`src/rtl/xmul_row_seq.sv`:
```
// xmul_row_seq: sequences one operand-scanning row r = a*b + c through
// the shared 2-stage MADDL/MADDH unit, 3 cycles per limb.
module xmul_row_seq #(
    parameter int N  = 9,
    parameter int AW = 4
) (
    input  logic          clock,
    input  logic          reset,
    input  logic          start,
    input  logic [63:0]   b_in,
    output logic          busy,
    output logic          done,
    output logic          err,
    output logic [AW-1:0] a_addr,
    input  logic [63:0]   a_rdata,
    output logic [AW-1:0] c_addr,
    input  logic [63:0]   c_rdata,
    output logic          r_we,
    output logic [AW-1:0] r_addr,
    output logic [63:0]   r_wdata,
    output logic          mul_req_valid,
    output logic          mul_req_dw,
    output logic [5:0]    mul_req_fn,
    output logic [4:0]    mul_req_tag,
    output logic [63:0]   mul_req_in1,
    output logic [63:0]   mul_req_in2,
    output logic [63:0]   mul_req_in3,
    input  logic [63:0]   mul_resp_data,
    input  logic [4:0]    mul_resp_tag
);

    typedef enum logic [2:0] {IDLE, ISSH, WAIT, ISSL, FIN} state_e;

    localparam logic [5:0]    FN_MADDL = 6'd50;
    localparam logic [5:0]    FN_MADDH = 6'd51;
    localparam logic [AW-1:0] LAST     = AW'(N);

    state_e        state_q, state_d;
    logic [AW-1:0] i_q, i_d;
    logic [63:0]   b_q, b_d;
    logic          err_q, err_d;
    logic [1:0]    pend_v_q, pend_v_d;
    logic [AW-1:0] pend0_q, pend0_d;
    logic [AW-1:0] pend1_q, pend1_d;
    logic [AW-1:0] a_addr_q, c_addr_q, r_addr_q;
    logic [63:0]   r_wdata_q, in1_q, in3_q;
    logic [5:0]    fn_q;
    logic [4:0]    tag_q;

    logic          iss_h, iss_l, fin, pend_we, mis;
    logic [4:0]    exp_tag;

    // Datapath outputs: live values while issuing/writing, else hold last value.
    always_comb begin
        iss_h   = (state_q == ISSH);
        iss_l   = (state_q == ISSL);
        fin     = (state_q == FIN);
        pend_we = pend_v_q[1];

        a_addr  = a_addr_q;
        c_addr  = c_addr_q;
        mul_req_in1 = in1_q;
        mul_req_in3 = in3_q;
        mul_req_fn  = fn_q;
        mul_req_tag = tag_q;
        if (iss_h) begin
            a_addr      = i_q - 1'b1;
            c_addr      = i_q;
            mul_req_in1 = (i_q == '0) ? 64'd0 : a_rdata;
            mul_req_in3 = c_rdata;
            mul_req_fn  = FN_MADDH;
            mul_req_tag = {1'b0, 4'(i_q)};
        end else if (iss_l) begin
            a_addr      = i_q;
            mul_req_in1 = a_rdata;
            mul_req_in3 = mul_resp_data;
            mul_req_fn  = FN_MADDL;
            mul_req_tag = {1'b1, 4'(i_q)};
        end

        mul_req_valid = iss_h | iss_l;
        mul_req_dw    = 1'b1;
        mul_req_in2   = b_q;

        r_we    = fin | pend_we;
        r_addr  = fin ? LAST : (pend_we ? pend1_q : r_addr_q);
        r_wdata = r_we ? mul_resp_data : r_wdata_q;

        busy = (state_q != IDLE);
        done = fin;
        err  = err_q;
    end

    // Next-state: row FSM, write-back pending pipe and sticky tag check.
    always_comb begin
        state_d  = state_q;
        i_d      = i_q;
        b_d      = b_q;
        pend_v_d = {pend_v_q[0], iss_l};
        pend0_d  = iss_l ? i_q : pend0_q;
        pend1_d  = pend0_q;

        exp_tag = 5'd0;
        mis     = 1'b0;
        if (iss_l) begin
            exp_tag = {1'b0, 4'(i_q)};
            mis     = (mul_resp_tag != exp_tag);
        end else if (fin) begin
            exp_tag = {1'b0, 4'(LAST)};
            mis     = (mul_resp_tag != exp_tag);
        end else if (pend_we) begin
            exp_tag = {1'b1, 4'(pend1_q)};
            mis     = (mul_resp_tag != exp_tag);
        end
        err_d = err_q | mis;

        unique case (state_q)
            IDLE: if (start) begin
                state_d = ISSH;
                i_d     = '0;
                b_d     = b_in;
                err_d   = 1'b0;
            end
            ISSH: state_d = WAIT;
            WAIT: state_d = (i_q == LAST) ? FIN : ISSL;
            ISSL: begin
                state_d = ISSH;
                i_d     = i_q + 1'b1;
            end
            FIN:  state_d = IDLE;
            default: state_d = IDLE;
        endcase
    end

    // State and held-output registers; reset aborts a row with no further writes.
    always_ff @(posedge clock) begin
        if (reset) begin
            state_q   <= IDLE;
            i_q       <= '0;
            b_q       <= '0;
            err_q     <= 1'b0;
            pend_v_q  <= '0;
            pend0_q   <= '0;
            pend1_q   <= '0;
            a_addr_q  <= '0;
            c_addr_q  <= '0;
            r_addr_q  <= '0;
            r_wdata_q <= '0;
            in1_q     <= '0;
            in3_q     <= '0;
            fn_q      <= '0;
            tag_q     <= '0;
        end else begin
            state_q   <= state_d;
            i_q       <= i_d;
            b_q       <= b_d;
            err_q     <= err_d;
            pend_v_q  <= pend_v_d;
            pend0_q   <= pend0_d;
            pend1_q   <= pend1_d;
            a_addr_q  <= a_addr;
            c_addr_q  <= c_addr;
            r_addr_q  <= r_addr;
            r_wdata_q <= r_wdata;
            in1_q     <= mul_req_in1;
            in3_q     <= mul_req_in3;
            fn_q      <= mul_req_fn;
            tag_q     <= mul_req_tag;
        end
    end

endmodule

```
`config.mk`:
```
export PLATFORM = sky130hd
export DESIGN_NAME = xmul_row_seq
export DESIGN_NICKNAME = d
export VERILOG_FILES = /design/src/rtl/xmul_row_seq.sv
export SDC_FILE = /design/constraint.sdc
export NUM_CORES = 1
export LEC_CHECK = 0
export CORE_AREA = 2 2 210 212
export CTS_CLUSTER_SIZE = 30
export DETAILED_ROUTE_END_ITERATION = 8
export DIE_AREA = 0 0 212 214
export GPL_ROUTABILITY_DRIVEN = 0
export SETUP_SLACK_MARGIN = 0.02
export SYNTH_ARGS = -nofsm -noshare
export SYNTH_HDL_FRONTEND = slang
export SYNTH_SLANG_ARGS = --single-unit
```
`constraint.sdc`:
```
create_clock -name clock -period 3.7 [get_ports clock]
set_input_delay 0.74 -clock clock [delete_from_list [all_inputs] [get_ports clock]]
set_output_delay 0.74 -clock clock [all_outputs]
set_load 0.05 [all_outputs]
```
==> results.sh <==
export IMPL_setup_viol=0
export IMPL_start_kind="flip-flop"
export IMPL_floorplan_initialDensity_pct=28.0
export IMPL_clock_path_buffers=3
export IMPL_post_synth_top_area_fraction_pct=49.5
export IMPL_vias=10569
export IMPL_ys_top_cells_by_area="sky130_fd_sc_hd__dfxtp_1 50%, sky130_fd_sc_hd__nor2b_1 11%, sky130_fd_sc_hd__nand2_1 6.8%"
export IMPL_wirelength_um=41200
export IMPL_postSynth_topFlopCell="sky130_fd_sc_hd__dfxtp_1"
export IMPL_cp_data_arrival_time_ns=2.81
export IMPL_grt_overflow_total=0
export IMPL_design_die_area_mm2=0.0454
export IMPL_grt_total_usage_pct=17.4
export IMPL_hpwl_um=28900
export IMPL_measured_slew_at_the_worst_slew_check_pin_ns=0.704
export IMPL_detail_route_vias_per_cell=4.47
export IMPL_maxClockFrequency_mhz=282
export IMPL_die_height_um=214
export IMPL_pre_cts_slack_ns=0.475
export IMPL_final_core_util_pct=46.7
export IMPL_wire_length_of_the_first_global_routing_pass_um=61800
export IMPL_hold_class="reg2reg"
export IMPL_r2r_slack_ns=1.42
export IMPL_placeableCoreArea_mm2=0.0429
export IMPL_syn_cell_area_mm2=0.0120
export IMPL_layout_setup_ws_ns=0.149
export IMPL_tns_ns=0
export IMPL_detail_route_first_pass_iterations=4
export IMPL_cts_tree="done"
export IMPL_max_slew_margin_rel_pct=53.1
export IMPL_post_synth_top_area_cell="sky130_fd_sc_hd__dfxtp_1"
export IMPL_totalPowerFinal_w=0.00950
export IMPL_fillerInstances=4015
export IMPL_flow_area_growth_from_synthesis_pct=66.7
export IMPL_worstPathRequired_ns=2.96
export IMPL_synth_edf_count=0
export IMPL_tritoncts_num_buffers=38
export IMPL_synthesis_instances=1249
export IMPL_synthesis_area_per_instance_um2=9.61
export IMPL_worstHoldPathCells=1
export IMPL_setup_repair_after_global_routing_missed_its_margin="no"
export IMPL_net_count_after_synthesis=1516
export IMPL_power_density_cell_area_mw_per_mm2=475
export IMPL_drc=0
export IMPL_clk_insertion_delay_late_ns=0.54
export IMPL_boundaryPins=549
export IMPL_cap_viol_max_count=0
export IMPL_min_period_over_period_pct=96.0
export IMPL_ant_nets=0
export IMPL_fp_row_count=76
export IMPL_yosysWarningCount=0
export IMPL_grt_pass1_vias=10669
export IMPL_postSynthRegisterBits=297
export IMPL_clkTransAtPathRegs_ns=0.05
export IMPL_worst_path_max_fanout=43
export IMPL_first_iter_violations=470
export IMPL_netlist_cell_type_count=45
export IMPL_width_of_the_die_um=212
export IMPL_final_max_slew_violation_count=0
export IMPL_initial_antenna_violation_count=2
export IMPL_final_layout_size_suffix_gt1_share_pct=15.3
export IMPL_outcome="complete, no violations"
export IMPL_synth_async_reset_ratio_pct=0
export IMPL_endpoint_kind="primary output"
export IMPL_largest_net_degree_at_the_start_of_global_routing=96
export IMPL_peakVddDrop_uv=339
export IMPL_timing_hold_ws_ns=0.435
export IMPL_critPathKind="reg2out"
export IMPL_cts_root_buf="sky130_fd_sc_hd__clkbuf_16"
export IMPL_drt_wirelength_per_cell_um=17.4
export IMPL_layout_min_cycle_time_ns=3.55
export IMPL_synth_seq_area_share_pct=49.5
export IMPL_cts_sinks=297
export IMPL_r2r_worst_path_cells=8
export IMPL_leakagePower_nw=8.97
export IMPL_placement_io_buffers=547
export IMPL_timing_hold_violations_final=0
export IMPL_finalNetCount=2017
export IMPL_htreeDepth=2
export IMPL_clock_skew_ns=0.0152
[layer usage]
layer | GRT usage, % | share of wire, % | wire length [um]
met1 | 19.3 | 39 | 16100
met2 | 29.7 | 48 | 20000
met3 | 6.69 | 9.1 | 3740
met4 | 7.37 | 3.3 | 1370
met5 | 0 | 0 | 0
[registers in the layout, indices dropped and copies added (netlist names)]
| signal | flops |
|---|---|
| a_addr_q | 4 |
| c_addr_q | 4 |
| err | 1 |
| fn_q | 6 |
| i_q | 4 |
| in1_q | 64 |
| in3_q | 64 |
| mul_req_in2 | 64 |
| pend0_q | 4 |
| pend1_q | 4 |
| pend_v_q | 2 |
| r_addr_q | 4 |
| r_wdata_q | 64 |
| state_q | 3 |
| tag_q | 5 |
[metrics by stage]
step                      area [um2]  std cells
after CTS                      19800       2365
after detailed placement       18500       2295
final                          20000       2367
after global routing           20000       2367
after global placement         18500       2295
after floorplan                12000       1249
[cells in the mapped netlist (2+ instances only)]
master / count
sky130_fd_sc_hd__buf_4: 10
sky130_fd_sc_hd__mux2i_1: 68
sky130_fd_sc_hd__buf_2: 30
sky130_fd_sc_hd__nand3b_1: 2
sky130_fd_sc_hd__nand2b_1: 7
sky130_fd_sc_hd__dfxtp_1: 297
sky130_fd_sc_hd__mux2_2: 30
sky130_fd_sc_hd__a21oi_1: 75
sky130_fd_sc_hd__xor2_1: 6
sky130_fd_sc_hd__or3_1: 2
sky130_fd_sc_hd__o21ai_0: 71
sky130_fd_sc_hd__nor2_4: 2
sky130_fd_sc_hd__buf_1: 4
sky130_fd_sc_hd__nor2_1: 11
sky130_fd_sc_hd__nor4_1: 3
sky130_fd_sc_hd__nand3_1: 2
sky130_fd_sc_hd__and2_1: 2
sky130_fd_sc_hd__a22o_1: 64
sky130_fd_sc_hd__ha_1: 3
sky130_fd_sc_hd__a211oi_1: 2
sky130_fd_sc_hd__clkbuf_1: 50
sky130_fd_sc_hd__nand2_1: 216
sky130_fd_sc_hd__nor3_1: 5
sky130_fd_sc_hd__inv_1: 4
sky130_fd_sc_hd__nor2b_1: 214
sky130_fd_sc_hd__mux2_4: 38
sky130_fd_sc_hd__xnor2_1: 6
sky130_fd_sc_hd__buf_6: 8
[final cells by class]
cell class                 count  area [um2]  share of cell area [%]
clock inverter                13         175                   0.875
inverter                       5        21.3                   0.106
tap                          585         732                    3.66
clock buffer                  57        1160                    5.78
antenna                        2        5.00                  0.0250
multi-input combinational    845        5540                    27.7
timing repair buffer         563        6430                    32.1
sequential                   297        5950                    29.7
[layout by cell type (no fill, tap or decap), types with 3 or more instances in the layout]
cell	instances
sky130_fd_sc_hd__clkdlybuf4s50_1	348
sky130_fd_sc_hd__clkinv_2	5
sky130_fd_sc_hd__dfxtp_1	295
sky130_fd_sc_hd__a21oi_1	75
sky130_fd_sc_hd__clkinvlp_4	4
sky130_fd_sc_hd__xor2_1	6
sky130_fd_sc_hd__o21ai_0	71
sky130_fd_sc_hd__inv_1	4
sky130_fd_sc_hd__xnor2_1	6
sky130_fd_sc_hd__mux2_4	38
sky130_fd_sc_hd__nor3_1	5
sky130_fd_sc_hd__clkbuf_16	42
sky130_fd_sc_hd__bufinv_16	4
sky130_fd_sc_hd__a22o_1	64
sky130_fd_sc_hd__nand2b_1	6
sky130_fd_sc_hd__buf_6	3
sky130_fd_sc_hd__nand2_1	216
sky130_fd_sc_hd__mux2_2	30
sky130_fd_sc_hd__nor2_4	3
sky130_fd_sc_hd__mux2i_1	68
sky130_fd_sc_hd__buf_12	76
sky130_fd_sc_hd__nor2_1	11
sky130_fd_sc_hd__ha_1	3
sky130_fd_sc_hd__dlygate4sd2_1	14
sky130_fd_sc_hd__nor2b_1	214
sky130_fd_sc_hd__clkbuf_1	10
sky130_fd_sc_hd__dlymetal6s2s_1	70
sky130_fd_sc_hd__nor4_1	3
sky130_fd_sc_hd__clkbuf_8	5
sky130_fd_sc_hd__buf_4	51
[kinds of logic (layout without fill, tap and decap cells)]
family                     count (synthesis)  count (layout)  synth area share, %
adders and majority gates                  3               3                0.313
AOI/OAI and AO/OA                        218             218                 11.3
and+or+nand+nor                          475             475                 20.2
DFF                                      297             297                 49.5
other                                      1               3               0.0312
buffers and inverters                    107             638                 4.49
muxes                                    136             136                 13.2
xor gates and xnor gates                  12              12                0.875
[timing repair]
action,4_1_cts,5_1_grt
hold buffers,0,0
resized for setup,16,72
setup buffers,0,0
endpoints found under the hold margin,0,0
setup endpoints to repair,102,98
[power by group]
group          internal [W]  total, W  switching [W]
Combinational      0.000878   0.00221        0.00133
Clock               0.00245   0.00389        0.00144
Sequential          0.00334   0.00340      0.0000610
[worst max-delay path, cell delays in order, from the launching register on]
cell                              delay (ns)
sky130_fd_sc_hd__dfxtp_4                0.54
sky130_fd_sc_hd__nor2_4                 0.06
sky130_fd_sc_hd__nand2_4                0.10
sky130_fd_sc_hd__inv_4                  0.07
sky130_fd_sc_hd__nor2_4                 0.10
sky130_fd_sc_hd__buf_12                 0.31
sky130_fd_sc_hd__mux2_4                 0.34
sky130_fd_sc_hd__clkdlybuf4s50_1        0.70
[final timing paths]
check              start       endpoint
max           state_q[1]    r_wdata[43]
min          pend_v_q[0]    pend_v_q[1]
max reg2reg   state_q[1]  r_wdata_q[63]
min reg2reg  pend_v_q[0]    pend_v_q[1]
(Power assumes the default switching activity.)
